==> src/rtl/rr_burst_arbiter.sv <==
// ---------------------------------------------------------------------------
// rr_burst_arbiter
//
// Round-robin arbiter with burst lock. NUM_REQ upstream valid/ready
// producers share a single downstream sink. Once granted, a requester keeps
// the sink until its packet ends (req_last), the burst cap MAX_BURST is
// reached, or its req_valid stays low for ABANDON_CYCLES cycles. Every
// release is followed by one idle bubble, and re-arbitration starts one
// past the last winner so the releasing requester has the lowest priority.
//
// Ports
//   clock      : single clock, rising edge
//   rst_n      : asynchronous active-low reset
//   req_valid  : [NUM_REQ]            per-requester beat valid
//   req_last   : [NUM_REQ]            per-requester last beat of packet
//   req_data   : [NUM_REQ*DATA_WIDTH] packed payloads, requester i at
//                                     [i*DATA_WIDTH +: DATA_WIDTH]
//   req_ready  : [NUM_REQ]            per-requester beat accepted
//   out_valid  : beat valid to sink
//   out_data   : [DATA_WIDTH] muxed payload of the granted requester
//   out_src    : [clog2(NUM_REQ)] index of the granted requester
//   out_last   : final beat of this grant
//   out_ready  : sink accepts beat
//   grant      : [NUM_REQ] one-hot grant, zero when idle
//   busy       : high while a grant is locked
// ---------------------------------------------------------------------------
module rr_burst_arbiter #(
    parameter int NUM_REQ        = 4,
    parameter int DATA_WIDTH     = 16,
    parameter int MAX_BURST      = 8,
    parameter int ABANDON_CYCLES = 4
) (
    input  logic                               clock,
    input  logic                               rst_n,
    input  logic [NUM_REQ-1:0]                 req_valid,
    input  logic [NUM_REQ-1:0]                 req_last,
    input  logic [NUM_REQ*DATA_WIDTH-1:0]      req_data,
    output logic [NUM_REQ-1:0]                 req_ready,
    output logic                               out_valid,
    output logic [DATA_WIDTH-1:0]              out_data,
    output logic [$clog2(NUM_REQ)-1:0]         out_src,
    output logic                               out_last,
    input  logic                               out_ready,
    output logic [NUM_REQ-1:0]                 grant,
    output logic                               busy
);

    localparam int SRC_W   = $clog2(NUM_REQ);
    localparam int BURST_W = $clog2(MAX_BURST + 1);
    localparam int STALL_W = $clog2(ABANDON_CYCLES + 1);

    typedef enum logic [0:0] {
        ST_IDLE   = 1'b0,
        ST_LOCKED = 1'b1
    } state_t;

    state_t               state_r,     state_n;
    logic [NUM_REQ-1:0]   grant_r,     grant_n;
    logic [SRC_W-1:0]     rr_ptr_r,    rr_ptr_n;
    logic [BURST_W-1:0]   burst_cnt_r, burst_n;
    logic [STALL_W-1:0]   stall_cnt_r, stall_n;

    logic                 win_found_s;
    logic [SRC_W-1:0]     win_idx_s;
    logic [NUM_REQ-1:0]   win_onehot_s;
    logic [SRC_W-1:0]     win_next_ptr_s;

    logic                 sel_valid_s;
    logic                 sel_last_s;
    logic [DATA_WIDTH-1:0] sel_data_s;
    logic [SRC_W-1:0]     sel_src_s;
    logic                 burst_cap_s;
    logic                 accept_s;

    // Round-robin pick: scan offsets from highest to lowest so the smallest
    // offset from the pointer (highest priority) is the last one written.
    always_comb begin
        win_found_s = |req_valid;
        win_idx_s   = '0;
        for (int off = NUM_REQ - 1; off >= 0; off--) begin
            win_idx_s = req_valid[(int'(rr_ptr_r) + off) % NUM_REQ]
                      ? SRC_W'((int'(rr_ptr_r) + off) % NUM_REQ)
                      : win_idx_s;
        end
        win_onehot_s   = {{(NUM_REQ-1){1'b0}}, 1'b1} << win_idx_s;
        win_next_ptr_s = (win_idx_s == SRC_W'(NUM_REQ - 1))
                       ? {SRC_W{1'b0}}
                       : win_idx_s + {{(SRC_W-1){1'b0}}, 1'b1};
    end

    // Granted-requester mux driven by the one-hot grant register.
    always_comb begin
        sel_valid_s = 1'b0;
        sel_last_s  = 1'b0;
        sel_data_s  = '0;
        sel_src_s   = '0;
        for (int i = 0; i < NUM_REQ; i++) begin
            sel_valid_s = sel_valid_s | (grant_r[i] & req_valid[i]);
            sel_last_s  = sel_last_s  | (grant_r[i] & req_last[i]);
            sel_data_s  = sel_data_s
                        | ({DATA_WIDTH{grant_r[i]}} & req_data[i*DATA_WIDTH +: DATA_WIDTH]);
            sel_src_s   = sel_src_s | (grant_r[i] ? SRC_W'(i) : {SRC_W{1'b0}});
        end
    end

    // Sink-side outputs: pass-through of the granted requester while locked.
    always_comb begin
        out_valid   = 1'b0;
        out_data    = '0;
        out_src     = '0;
        out_last    = 1'b0;
        req_ready   = '0;
        burst_cap_s = (burst_cnt_r == BURST_W'(MAX_BURST - 1));
        if (state_r == ST_LOCKED) begin
            out_valid = sel_valid_s;
            out_data  = sel_data_s;
            out_src   = sel_src_s;
            out_last  = sel_valid_s & (sel_last_s | burst_cap_s);
            req_ready = grant_r & {NUM_REQ{out_ready}};
        end else begin
            req_ready = '0;
        end
        accept_s = out_valid & out_ready;
    end

    assign grant = grant_r;
    assign busy  = (state_r == ST_LOCKED);

    // Next-state logic for the IDLE/LOCKED burst-lock machine.
    always_comb begin
        state_n  = state_r;
        grant_n  = grant_r;
        rr_ptr_n = rr_ptr_r;
        burst_n  = burst_cnt_r;
        stall_n  = stall_cnt_r;
        case (state_r)
            ST_IDLE: begin
                if (win_found_s) begin
                    state_n  = ST_LOCKED;
                    grant_n  = win_onehot_s;
                    rr_ptr_n = win_next_ptr_s;
                    burst_n  = '0;
                    stall_n  = '0;
                end else begin
                    grant_n = '0;
                end
            end
            ST_LOCKED: begin
                if (accept_s) begin
                    stall_n = '0;
                    if (out_last) begin
                        state_n = ST_IDLE;
                        grant_n = '0;
                        burst_n = '0;
                    end else begin
                        burst_n = burst_cnt_r + {{(BURST_W-1){1'b0}}, 1'b1};
                    end
                end else if (!sel_valid_s) begin
                    // Requester-side stall; abandon on the last allowed cycle.
                    if (stall_cnt_r == STALL_W'(ABANDON_CYCLES - 1)) begin
                        state_n = ST_IDLE;
                        grant_n = '0;
                        burst_n = '0;
                        stall_n = '0;
                    end else begin
                        stall_n = stall_cnt_r + {{(STALL_W-1){1'b0}}, 1'b1};
                    end
                end else begin
                    // Sink back-pressure: hold everything, stall count frozen.
                    stall_n = stall_cnt_r;
                end
            end
            default: begin
                state_n  = ST_IDLE;
                grant_n  = '0;
                rr_ptr_n = '0;
                burst_n  = '0;
                stall_n  = '0;
            end
        endcase
    end

    // State and counter registers.
    always_ff @(posedge clock or negedge rst_n) begin
        if (!rst_n) begin
            state_r     <= ST_IDLE;
            grant_r     <= '0;
            rr_ptr_r    <= '0;
            burst_cnt_r <= '0;
            stall_cnt_r <= '0;
        end else begin
            state_r     <= state_n;
            grant_r     <= grant_n;
            rr_ptr_r    <= rr_ptr_n;
            burst_cnt_r <= burst_n;
            stall_cnt_r <= stall_n;
        end
    end

endmodule
==> config.mk <==
export PLATFORM = sky130hd
export DESIGN_NAME = rr_burst_arbiter
export DESIGN_NICKNAME = d
export VERILOG_FILES = /design/src/rtl/rr_burst_arbiter.sv
export SDC_FILE = /design/constraint.sdc
export NUM_CORES = 1
export LEC_CHECK = 0
export ABC_AREA = 1
export BUFFER_PORTS_ARGS = -buffer_cell sky130_fd_sc_hd__clkbuf_2
export CAP_MARGIN = 30
export CORE_MARGIN = 2
export CORE_UTILIZATION = 42
export DETAILED_ROUTE_END_ITERATION = 16
export PLACE_DENSITY = 0.81
export SLEW_MARGIN = 20
export SYNTH_ARGS = -nofsm -noshare
export SYNTH_HDL_FRONTEND = slang
export SYNTH_SLANG_ARGS = --single-unit
==> constraint.sdc <==
create_clock -name clock -period 2.2 [get_ports clock]
set_input_delay 0.22 -clock clock [delete_from_list [all_inputs] [get_ports clock]]
set_output_delay 0.22 -clock clock [all_outputs]
set_load 0.1 [all_outputs]
==> qor.txt, run 1 <==
STA
----------------------------------------------------------------------------------------
Clock skew                                                                       2.22 ps
Final Hold Violating Endpoints                                                         0
Max-slew violations                                                                    0
Worst-case setup margin in the final layout                                       139 ps
Final critical-path required period                                              2060 ps
Setup violations, final                                                                0
Max-slew headroom at the worst pin                                                 62.6%
Tcrit/Tclk final                                                                   93.7%
Fmax                                                                           0.485 GHz
Final-layout worst hold slack                                                     365 ps
Setup TNS                                                                           0 ps
Slew of the pin with the lowest slew margin                                       563 ps
Setup repair after global routing missed its margin                                   no

POWER AND IR DROP
----------------------------------------------------------------------------------------
Total power per unit cell area                                               1590 mW/mm²
Combinational fraction of design power                                             79.5%
Internal                                                                         1.09 mW
Sw Ratio                                                                           70.4%
Leakage Power                                                                    1.18 nW
Part of the total power dissipated in the clock network                             5.2%
Maximum ir drop on the vdd rail                                                 0.750 mV
Net switching power                                                              2.60 mW
Proportion of power drawn by flip-flops and latches                                15.4%

SYNTHESIS
----------------------------------------------------------------------------------------
Share of async-settable or async-resettable flops after synthesis                   100%
Per-instance average area after synthesis                                       6.14 µm²
Cell type with the highest aggregate area in the netlist                    sky130_fd_sc_hd__nand2_1
Fraction of the mapped netlist area in compound gates                              13.2%
Total of flip-flops plus latches after synthesis                                      14
Most frequent cell after synthesis                                          sky130_fd_sc_hd__nand2_1
Cell area after synthesis                                                    0.00151 mm²
Primary flip-flop cell chosen by synthesis mapping                          sky130_fd_sc_hd__dfrtp_1
Number of instances in the synthesized netlist                                       246
Ys Warns                                                                               0
Number of different library cells in the post-synthesis netlist                       25
Most used standard cells in the synthesized netlist                         sky130_fd_sc_hd__nand2_1 (123), sky130_fd_sc_hd__inv_1 (21), sky130_fd_sc_hd__a41oi_1 (16), sky130_fd_sc_hd__dfrtp_1 (14), sky130_fd_sc_hd__nand3_1 (14)
Portion of synthesized cell area occupied by the leading cell type                 30.5%
Proportion of synthesized chip area in sequential cells                            23.2%
Number of enable-type register cells in the synthesized netlist                        0
Mux cell area share after synthesis                                                   0%
Dominant combinational cell family by area after synthesis                  simple AND/OR/NAND/NOR gates
Post-Synth Simple-Gate Area                                                        46.4%
Syn_nets                                                                             327
Synth Area in XOR/XNOR                                                            0.579%
Main area contributors after synthesis                                      sky130_fd_sc_hd__nand2_1 (31%), sky130_fd_sc_hd__dfrtp_1 (23%), sky130_fd_sc_hd__a41oi_1 (9.3%), sky130_fd_sc_hd__inv_1 (5.2%), sky130_fd_sc_hd__ha_1 (5.0%)
Adder-cell share of the synthesized area                                           4.97%

DRT
----------------------------------------------------------------------------------------
Overall routed net length                                                        4950 µm
Vias                                                                                1988
Number of search-and-repair iterations in the first detailed-routing pass              4
Mean routed wirelength per cell                                                  12.7 µm
# DRC                                                                                  0
Detailed router's first-iteration violation count                                     81
Vias per inst                                                                       5.10
Post-detailed-route count of antenna-violating nets                                    0

CLOCK TREE
----------------------------------------------------------------------------------------
TritonCTS buffer count                                                                 3
Maximum buffer depth of the clock tree                                                 2
CTS H-tree lvls                                                                        1
TritonCTS clock tree                                                               built
Clock latency on the worst-skew pair                                              290 ps
Sinks on the clock net                                                                14
Number of buffers inserted by post-CTS setup repair                                    0
Root cell of the clock tree                                                 sky130_fd_sc_hd__clkbuf_4
CTS clk-pin slew, worst paths                                                      90 ps

FLOW RUN
----------------------------------------------------------------------------------------
Reported max-cap violation count                                                       0

CRITICAL PATH
----------------------------------------------------------------------------------------
Stage delay of the slowest cell on the critical path                              640 ps
Buffer and inverter count on the worst path                                            1
Delay-heaviest family, CP                                                     flip-flops
Data required time of the worst path                                             1980 ps
Arrival time at the worst endpoint                                               1840 ps
Type of destination of the critical path                                     output port
Setup crit start kind                                                           register
Cell chain of the critical path                                             nand2_1, a41oi_4, clkbuf_2
Peak fanout along the critical path                                                   21
Category of the most critical setup path                                    register to output port
Slowest cell on the critical path                                           sky130_fd_sc_hd__dfrtp_2

GLOBAL ROUTE
----------------------------------------------------------------------------------------
Pin count of the biggest net entering global routing                                  22
Vias in the first global route                                                      1855
Number of antenna violations at the first check in global routing                      0
Total congestion overflow after global routing                                         0
Global-route wire length before repair                                           7990 µm
All-Layer GR Usage                                                                 24.0%

LAYOUT
----------------------------------------------------------------------------------------
Fin nets                                                                             426
Final core area utilization                                                        68.5%
Final instance count without filler cells                                            390
Layout overhead on the synthesized area                                            53.6%
Fill cell count                                                                      316
Area taken by flip-flops and latches                                             359 µm²
Fraction of final layout cells with drive strength greater than 1                  43.9%
Count of inserted antenna diode cells                                                  0
Area taken by multi-input logic gates                                        0.00125 mm²

FLOORPLANNING
----------------------------------------------------------------------------------------
Total Die Area                                                               0.00409 mm²
Placeable Area                                                               0.00339 mm²
Vertical extent of the die                                                       64.0 µm
Starting density of the core                                                       44.6%
Horiz. Die Dim                                                                   64.0 µm
Number of top-level pins                                                             104
Row cnt                                                                               21

HOLD PATH
----------------------------------------------------------------------------------------
Min-delay worst type                                                        input port to asynchronous set/reset pin

PLACEMENT
----------------------------------------------------------------------------------------
Number of buffers inserted by port buffering                                         103
Instance count after placement with tap cells included                               385
Worst slack at placement                                                          361 ps
Final weighted congestion in routability-driven placement                          0.813
Half-perimeter wire length after placement                                       3910 µm

RUN STATUS
----------------------------------------------------------------------------------------
Outcome                                                                     complete, no violations

-- through the flow --
stage	instance area, µm²	power, mW
after floorplan	1790	3.12
after global placement	2280	3.47
after detailed placement	2280	3.51
after CTS	2320	3.71
after global routing	2320	3.93
final	2320	3.70
-- path summary, 6_finish.rpt --
path / from / to / slack (ps) / cells after the start
max in group asynchronous: rst_n / busy$_DFF_PN0_ / 1550 / 2
setup reg to reg: rr_ptr_r[0]$_DFFE_PN0P_ / rr_ptr_r[1]$_DFFE_PN0P_ / 340 / 10
hold reg to reg: stall_cnt_r[1]$_DFFE_PN0P_ / stall_cnt_r[1]$_DFFE_PN0P_ / 500 / 2
setup / recovery: grant[2]$_DFFE_PN0P_ / out_data[9] / 140 / 3
hold / removal: rst_n / burst_cnt_r[2]$_DFFE_PN0P_ / 370 / 2
min in group clock: req_last[1] / busy$_DFF_PN0_ / 440 / 6
-- worst register-to-register path: cells and delay by family (launching register included) --
kind,cells,cell delay [ps]
AO/OA/AOI/OAI,1,80
adder cells (fa/ha/maj),1,300
buffers and inverters,1,170
flip-flops,1,550
AND/OR/NAND/NOR,7,630
-- sequential cells by signal (all words and copies together) (netlist names) --
| name | flops |
|---|---|
| burst_cnt_r | 4 |
| busy | 1 |
| grant | 4 |
| rr_ptr_r | 2 |
| stall_cnt_r | 3 |
-- cells in the final DEF (no fill, tap or decap), drive strengths merged --
cell type	Yosys	final
nand2	130	130
dfrtp	14	14
nor2	11	11
a31oi	1	1
buf	11	2
inv	23	23
a21oi	2	2
nand4	3	3
dlygate4sd3	0	1
clkbuf	0	106
nand3	16	16
ha	6	6
o21ai	7	7
nor4	1	1
xor2	1	1
or2	3	3
a41oi	16	16
nand3b	1	1
-- per-layer routing --
| layer | routed length, µm | global-route usage, % | vias up | share of wire (%) |
|---|---|---|---|---|
| li1 | - | - | 993 | - |
| met1 | 2010 | 27.3 | 908 | 41 |
| met2 | 2490 | 43.5 | 78 | 50 |
| met3 | 384 | 5.11 | 9 | 7.8 |
| met4 | 70 | 8.70 | 0 | 1.4 |
| met5 | 0 | 0 | - | 0 |
-- cell families after synthesis --
| group | Yosys count |
|---|---|
| simple gates | 165 |
| fa+ha+maj | 6 |
| compound gates | 26 |
| flops | 14 |
| buf+inv | 34 |
| xor+xnor | 1 |
-- power by group through the flow --
stage | sequential, mW | combinational, mW | clock, mW
detailed placement | 0.568 | 2.94 | 0
floorplan | 0.602 | 2.51 | 0
global placement | 0.567 | 2.91 | 0
finish | 0.568 | 2.94 | 0.191
global route | 0.591 | 3.13 | 0.208
CTS | 0.563 | 2.95 | 0.195
-- repair_timing --
| action | CTS | global route |
|---|---|---|
| endpoints found under the setup margin | 0 | 1 |
| resized for setup | 0 | 1 |
| hold buffers | 1 | 0 |
| endpoints found under the hold margin | 14 | 0 |
-- layout make-up --
type,count,share of cell area [%]
Clock buffer,4,1.56
Sequential cell,14,15.5
Multi-Input combinational cell,198,53.8
Inverter,23,3.72
Timing Repair Buffer,105,23.0
Tap cell,46,2.48
No activity file was read; power rests on OpenSTA's default activity.
==> inputs of run 2 (changes only) <==
- ABC_CLOCK_PERIOD_IN_PS: not set -> 1700
- CORE_ASPECT_RATIO: not set -> 0.75
- CORE_UTILIZATION: 42 -> 38
- PLACE_DENSITY: 0.81 -> 0.77
- clock period: 2.2 -> 1.7 ns (I/O delays scaled with it)
==> run 2 against run 1 <==
Against the previous run: count of clock-buffer cells in the layout is the same; clock power grew 72%; first-iteration DRC count is 12% lower; sequential share of layout area fell by 3.4 points; sequential cell count is the same; wire length increased by 13%; clock skew grew 3.3 ps; combinational power grew 86%; die area increased by 10%; core utilization grew 14 points; final area is 33% higher; sequential power increased by 17%; critical path type is now register to register; critical endpoint is now grant[1]$_DFFE_PN0P_; largest cell class unchanged; largest power group unchanged.
==> qor.txt, run 2 (synthesis results as in run 1) <==
GLOBAL ROUTE
----------------------------------------------------------------------------------------
Global-route wire length before repair                                           8840 µm   +11%
Pin count of the biggest net entering global routing                                  20   -9.1%
Vias in the first global route                                                      2056   +11%
Number of antenna violations at the first check in global routing                      0   unchanged
All-Layer GR Usage                                                                 23.9%   -0.036 points
Total congestion overflow after global routing                                         0   unchanged

DRT
----------------------------------------------------------------------------------------
Vias per inst                                                                       5.07   -0.62%
Detailed router's first-iteration violation count                                     71   -12%
Number of search-and-repair iterations in the first detailed-routing pass              4   unchanged
Mean routed wirelength per cell                                                  13.6 µm   +7.3%
Post-detailed-route count of antenna-violating nets                                    0   unchanged
Vias                                                                                2077   +4.5%
Overall routed net length                                                        5590 µm   +13%
# DRC                                                                                  0   unchanged

CRITICAL PATH
----------------------------------------------------------------------------------------
Arrival time at the worst endpoint                                               1830 ps   about the same
Type of destination of the critical path                                        register
Category of the most critical setup path                                    register to register
Peak fanout along the critical path                                                    6   -71%
Reg2Reg Launch Point                                                        rr_ptr_r[0]$_DFFE_PN0P_
Endpoint of the worst setup timing path                                     grant[1]$_DFFE_PN0P_
Setup crit start                                                            rr_ptr_r[0]$_DFFE_PN0P_
FF-to-FF End                                                                grant[1]$_DFFE_PN0P_
Reg-to-reg slack, setup                                                            20 ps   -320 ps
Worst R2R Path Depth                                                                  10   unchanged
Setup crit start kind                                                           register
Data required time of the worst path                                             1840 ps   -140 ps

LAYOUT
----------------------------------------------------------------------------------------
Final instance count without filler cells                                            410   +5.1%
Fin nets                                                                             440   +3.3%
Layout overhead on the synthesized area                                             104%
Fill cell count                                                                      232   -27%
Area taken by multi-input logic gates                                        0.00146 mm²   +17%
Area taken by flip-flops and latches                                             372 µm²   +3.5%
Fraction of final layout cells with drive strength greater than 1                  56.1%   +12 points
Most frequent standard cell in the layout excluding fill and tap cells      sky130_fd_sc_hd__nand2_1
Most frequent cells in the layout                                           sky130_fd_sc_hd__nand2_1 (103), sky130_fd_sc_hd__clkbuf_2 (76), sky130_fd_sc_hd__buf_12 (25), sky130_fd_sc_hd__nand2_2 (22)
Count of inserted antenna diode cells                                                  0   unchanged

CLOCK TREE
----------------------------------------------------------------------------------------
TritonCTS clock tree                                                               built
Maximum buffer depth of the clock tree                                                 2   unchanged
TritonCTS buffer count                                                                 3   unchanged
CTS H-tree lvls                                                                        1   unchanged
Root cell of the clock tree                                                 sky130_fd_sc_hd__clkbuf_8
CTS clk-pin slew, worst paths                                                      60 ps   -30 ps
Clock latency on the worst-skew pair                                              250 ps   -40 ps
Sinks on the clock net                                                                14   unchanged

FLOORPLANNING
----------------------------------------------------------------------------------------
Placeable Area                                                               0.00373 mm²   +10%
Horiz. Die Dim                                                                   76.8 µm   +20%
Total Die Area                                                               0.00450 mm²   +10%
Vertical extent of the die                                                       58.6 µm   -8.4%
Starting density of the core                                                       40.5%   -4.1 points
Number of top-level pins                                                             104   unchanged
Row cnt                                                                               19   -9.5%

RUN STATUS
----------------------------------------------------------------------------------------
Outcome                                                                     complete, no violations

STA
----------------------------------------------------------------------------------------
Final-layout worst hold slack                                                     356 ps   -9.30 ps
Setup violations, final                                                                0   unchanged
Fmax                                                                           0.594 GHz
Max-slew violations                                                                    0   unchanged
Final critical-path required period                                              1680 ps
Setup TNS                                                                           0 ps   unchanged
Max-slew headroom at the worst pin                                                 64.3%   +1.6 points
Tcrit/Tclk final                                                                   99.0%
Setup repair after global routing missed its margin                                  yes
Final Hold Violating Endpoints                                                         0   unchanged
Slew of the pin with the lowest slew margin                                       538 ps   -24.8 ps
Clock skew                                                                       5.54 ps   +3.32 ps

PLACEMENT
----------------------------------------------------------------------------------------
Half-perimeter wire length after placement                                       4130 µm   +5.5%
Instance count after placement with tap cells included                               397   +3.1%
Number of buffers inserted by port buffering                                         103   unchanged
Final weighted congestion in routability-driven placement                          0.723   -11%

POWER AND IR DROP
----------------------------------------------------------------------------------------
Total power per unit cell area                                               2100 mW/mm²   +32%
Tot Pwr                                                                          6.46 mW   +75%
Leakage Power                                                                    1.39 nW   +18%
Maximum ir drop on the vdd rail                                                  1.42 mV   +89%

HOLD PATH
----------------------------------------------------------------------------------------
Min-delay worst type                                                        input port to asynchronous set/reset pin

FLOW RUN
----------------------------------------------------------------------------------------
Reported max-cap violation count                                                       0   unchanged

## run 2: how the worst min path moves through the flow
stage / to / slack, ps / depth (start not counted)
after floorplan: burst_cnt_r[0]$_DFFE_PN0P_ / -130 / 0
after global placement: burst_cnt_r[1]$_DFFE_PN0P_ / 90 / 1
after detailed placement: burst_cnt_r[1]$_DFFE_PN0P_ / 90 / 1
after CTS: burst_cnt_r[3]$_DFFE_PN0P_ / 360 / 2
after global routing: burst_cnt_r[3]$_DFFE_PN0P_ / 390 / 2
final: burst_cnt_r[3]$_DFFE_PN0P_ / 360 / 2
## run 2: metrics by stage
stage	utilization (%)	instance area, µm²	worst slack [ps]
2_1_floorplan	-	1970	-140
3_3_place_gp	75.9	2830	-5.64
3_5_place_dp	75.9	2830	-95.2
4_1_cts	78.7	2940	4.72
5_1_grt	82.5	3080	-55.1
6_report	82.5	3080	17.2
## run 2: layer usage
layer	wire length (µm)	track usage, %	vias to the layer above
li1	-	-	1026
met1	2150	26.8	962
met2	2970	46.6	83
met3	429	6.60	6
met4	36	3.90	0
met5	0	0	-
## run 2: cell type report
cell class                 count  area share, %
clock buffer                   4           1.79
tap                           52           2.11
multi-input combinational    198           47.5
inverter                      23           3.25
timing repair buffer         119           33.3
sequential                    14           12.1
## run 2: worst max-delay path, stage by stage (launching register included)
cell and delay, ps:
sky130_fd_sc_hd__dfrtp_2 470, sky130_fd_sc_hd__buf_6 160, sky130_fd_sc_hd__nand2_4 70, sky130_fd_sc_hd__nand3_2 90
sky130_fd_sc_hd__inv_1 40, sky130_fd_sc_hd__a31oi_1 180, sky130_fd_sc_hd__nand2_2 110, sky130_fd_sc_hd__buf_4 160
sky130_fd_sc_hd__ha_1 180, sky130_fd_sc_hd__nand2_1 80, sky130_fd_sc_hd__nand2_1 50
## run 2: where the power goes
group	switching [mW]	total, mW	internal [mW]	leakage (nW)
logic	3.56	5.47	1.91	1.19
registers	0.198	0.665	0.466	0.173
clock network	0.124	0.329	0.205	0.0288
total	3.88	6.46	2.58	1.39
## run 2: what timing repair did
item,CTS,global route
pin swaps,0,12
hold buffers,1,0
resized for setup,10,28
setup buffers,3,5
setup endpoints to repair,6,19
hold endpoints to repair,14,0
==> inputs of run 3 (changes only) <==
- CAP_MARGIN: 30 -> 20
- CORE_MARGIN: 2 -> 1
- MAX_ROUTING_LAYER: not set -> met4
==> run 3 against run 2 <==
Against the previous run: the flow now finishes with violations (negative setup slack); core utilization decreased by 1.2 points; sequential share of layout area increased by 0.18 points; clock skew decreased by 4.2 ps; non-clock buffer count decreased by 1; critical path depth increased by 2; die area decreased by 5.9%; sequential cell count unchanged; total power decreased by 2.3%; worst hold slack got worse by 2.5 ps; maximum frequency decreased by 3.1%; worst setup slack got worse by 54 ps; largest cell class unchanged; largest power group unchanged.
==> qor.txt, run 3 (synthesis results as in run 1) <==
FLOORPLANNING
----------------------------------------------------------------------------------------
Placeable Area                                                               0.00373 mm²   unchanged
Row cnt                                                                               19   unchanged
Horiz. Die Dim                                                                   74.8 µm   -2.6%
Vertical extent of the die                                                       56.6 µm   -3.4%
Total Die Area                                                               0.00424 mm²   -5.9%
Starting density of the core                                                       40.5%   unchanged
Number of top-level pins                                                             104   unchanged

CLOCK TREE
----------------------------------------------------------------------------------------
Maximum buffer depth of the clock tree                                                 2   unchanged
Sinks on the clock net                                                                14   unchanged
TritonCTS clock tree                                                               built
CTS clk-pin slew, worst paths                                                      60 ps   about the same
TritonCTS buffer count                                                                 3   unchanged
Root cell of the clock tree                                                 sky130_fd_sc_hd__clkbuf_8
Clock latency on the worst-skew pair                                              250 ps   about the same
CTS H-tree lvls                                                                        1   unchanged

LAYOUT
----------------------------------------------------------------------------------------
Area taken by multi-input logic gates                                        0.00141 mm²   -3.3%
Final core area utilization                                                        81.3%   -1.2 points
Count of inserted antenna diode cells                                                  0   unchanged
Layout overhead on the synthesized area                                             101%
Fraction of final layout cells with drive strength greater than 1                  52.7%   -3.5 points
Most frequent cells in the layout                                           sky130_fd_sc_hd__nand2_1 (108), sky130_fd_sc_hd__clkbuf_2 (79), sky130_fd_sc_hd__buf_12 (27), sky130_fd_sc_hd__nand2_2 (20), sky130_fd_sc_hd__inv_1 (18)
Most frequent standard cell in the layout excluding fill and tap cells      sky130_fd_sc_hd__nand2_1
Area taken by flip-flops and latches                                             372 µm²   unchanged
Fill cell count                                                                      252   +8.6%
Fin nets                                                                             439   -0.23%

DRT
----------------------------------------------------------------------------------------
# DRC                                                                                  0   unchanged
Vias per inst                                                                       5.03   -0.62%
Detailed router's first-iteration violation count                                    127   +79%
Post-detailed-route count of antenna-violating nets                                    0   unchanged
Vias                                                                                2059   -0.87%
Number of search-and-repair iterations in the first detailed-routing pass              4   unchanged
Mean routed wirelength per cell                                                  12.6 µm   -7.2%
Overall routed net length                                                        5170 µm   -7.5%

POWER AND IR DROP
----------------------------------------------------------------------------------------
Part of the total power dissipated in the clock network                             5.3%   +0.2 points
Maximum ir drop on the vdd rail                                                  1.30 mV   -8.2%
Internal                                                                         2.54 mW   -1.7%
Net switching power                                                              3.78 mW   -2.6%
Total power per unit cell area                                               2080 mW/mm²   -0.80%
Leakage Power                                                                    1.38 nW   -0.79%
Combinational fraction of design power                                             84.5%   about the same
Sw Ratio                                                                           59.8%   -0.23 points
Proportion of power drawn by flip-flops and latches                                10.1%   -0.2 points

CRITICAL PATH
----------------------------------------------------------------------------------------
Arrival time at the worst endpoint                                               1880 ps   +50 ps
Cell chain of the critical path                                             buf_12, nand2_1, nand3_1, nand2_1, nand3_2, nand2_1, nand2_2, nand2_2, inv_1, ha_1, nand2_1, nand2_1
Delay-heaviest family, CP                                                   simple AND/OR/NAND/NOR gates
Type of destination of the critical path                                        register
Stage delay of the slowest cell on the critical path                              450 ps   -20 ps
Setup crit start kind                                                           register
Data required time of the worst path                                             1840 ps   about the same
Slowest cell on the critical path                                           sky130_fd_sc_hd__dfrtp_2
Peak fanout along the critical path                                                    8   +2
Buffer and inverter count on the worst path                                            2   -1
Category of the most critical setup path                                    register to register
Top cell by count, worst path                                               sky130_fd_sc_hd__nand2_1

GLOBAL ROUTE
----------------------------------------------------------------------------------------
All-Layer GR Usage                                                                 25.1%   +1.2 points
Total congestion overflow after global routing                                         0   unchanged
Pin count of the biggest net entering global routing                                  20   unchanged
Number of antenna violations at the first check in global routing                      0   unchanged
Global-route wire length before repair                                           8030 µm   -9.1%
Vias in the first global route                                                      1861   -9.5%

PLACEMENT
----------------------------------------------------------------------------------------
Half-perimeter wire length after placement                                       4030 µm   -2.3%
Number of buffers inserted by port buffering                                         103   unchanged
Final weighted congestion in routability-driven placement                          0.865   +20%

STA
----------------------------------------------------------------------------------------
Max-slew violations                                                                    0   unchanged
Worst-case setup margin in the final layout                                     -36.7 ps   -53.9 ps
Final Hold Violating Endpoints                                                         0   unchanged
Setup repair after global routing missed its margin                                  yes
Slew of the pin with the lowest slew margin                                       541 ps   +2.53 ps
Max-slew headroom at the worst pin                                                 63.6%   -0.65 points
Setup violations, final                                                                2   +2
Final critical-path required period                                              1740 ps   +53.9 ps
Setup TNS                                                                       -40.7 ps   -40.7 ps
Tcrit/Tclk final                                                                    102%   +3.2 points
Fmax                                                                           0.576 GHz   -3.1%
Clock skew                                                                       1.34 ps   -4.21 ps

RUN STATUS
----------------------------------------------------------------------------------------
Failing checks                                                              negative setup slack
Outcome                                                                     finished with violations

FLOW RUN
----------------------------------------------------------------------------------------
Reported max-cap violation count                                                       0   unchanged

HOLD PATH
----------------------------------------------------------------------------------------
Min-delay worst type                                                        input port to asynchronous set/reset pin

-- run 3: through the flow --
stage	total power [mW]	hold WS [ps]	cell area [µm²]	setup WS, ps	cells
5_1_grt	6.59	397	3040	-108	409
3_5_place_dp	5.61	94.8	2810	-147	395
6_report	6.32	353	3040	-36.7	409
4_1_cts	6.12	363	2960	-22.1	405
3_3_place_gp	5.54	95.2	2810	-55.0	395
2_1_floorplan	4.31	-126	1970	-140	246
-- run 3: area by class of cell --
type	instances	area share, %
multi-input cells	198	46.6
well taps	52	2.14
clock buffers	4	1.81
inverters	23	3.22
repair buffers	118	34.0
flip-flops and latches	14	12.2
-- run 3: power by group through the flow --
stage / clock network (mW) / registers, mW / logic [mW]
after floorplan: 0 / 0.796 / 3.52
after CTS: 0.342 / 0.639 / 5.13
after global routing: 0.355 / 0.659 / 5.58
final: 0.338 / 0.638 / 5.34
after global placement: 0 / 0.681 / 4.86
after detailed placement: 0 / 0.690 / 4.92
-- run 3: what timing repair did --
item / in CTS / in global routing
gates cloned: 0 / 0
hold buffers: 1 / 0
gates resized for setup: 6 / 14
buffers inserted: 5 / 4
pin swaps: 0 / 7
hold endpoints to repair: 14 / 0
endpoints found under the setup margin: 9 / 17
-- run 3: routing by layer --
layer | global-route usage [%] | vias to the layer above | share of wire (%)
met5 | - | - | 0
met4 | 2.70 | 0 | 0.60
met3 | 4.49 | 4 | 7.9
met2 | 44.4 | 92 | 50
met1 | 30.6 | 939 | 42
li1 | - | 1024 | -
-- run 3: path summary, 6_finish.rpt --
kind,endpoint,slack (ps),startpoint,cells past startpoint
worst max register to register,grant[2]$_DFFE_PN0P_,-40,rr_ptr_r[0]$_DFFE_PN0P_,12
min in group clock,busy$_DFF_PN0_,440,req_last[1],6
worst min register to register,stall_cnt_r[1]$_DFFE_PN0P_,500,stall_cnt_r[1]$_DFFE_PN0P_,2
max in group asynchronous,grant[2]$_DFFE_PN0P_,1050,rst_n,2
worst max-delay path,grant[2]$_DFFE_PN0P_,-40,rr_ptr_r[0]$_DFFE_PN0P_,12
worst min-delay path,stall_cnt_r[0]$_DFFE_PN0P_,350,rst_n,2
-- run 3: worst reg2reg max path, stage by stage, from the launching register on --
cell and delay [ps]:
sky130_fd_sc_hd__dfrtp_2 450, sky130_fd_sc_hd__buf_12 150, sky130_fd_sc_hd__nand2_1 80, sky130_fd_sc_hd__nand3_1 110, sky130_fd_sc_hd__nand2_1 100, sky130_fd_sc_hd__nand3_2 110, sky130_fd_sc_hd__nand2_1 90, sky130_fd_sc_hd__nand2_2 60
sky130_fd_sc_hd__nand2_2 70, sky130_fd_sc_hd__inv_1 60, sky130_fd_sc_hd__ha_1 190, sky130_fd_sc_hd__nand2_1 80, sky130_fd_sc_hd__nand2_1 70
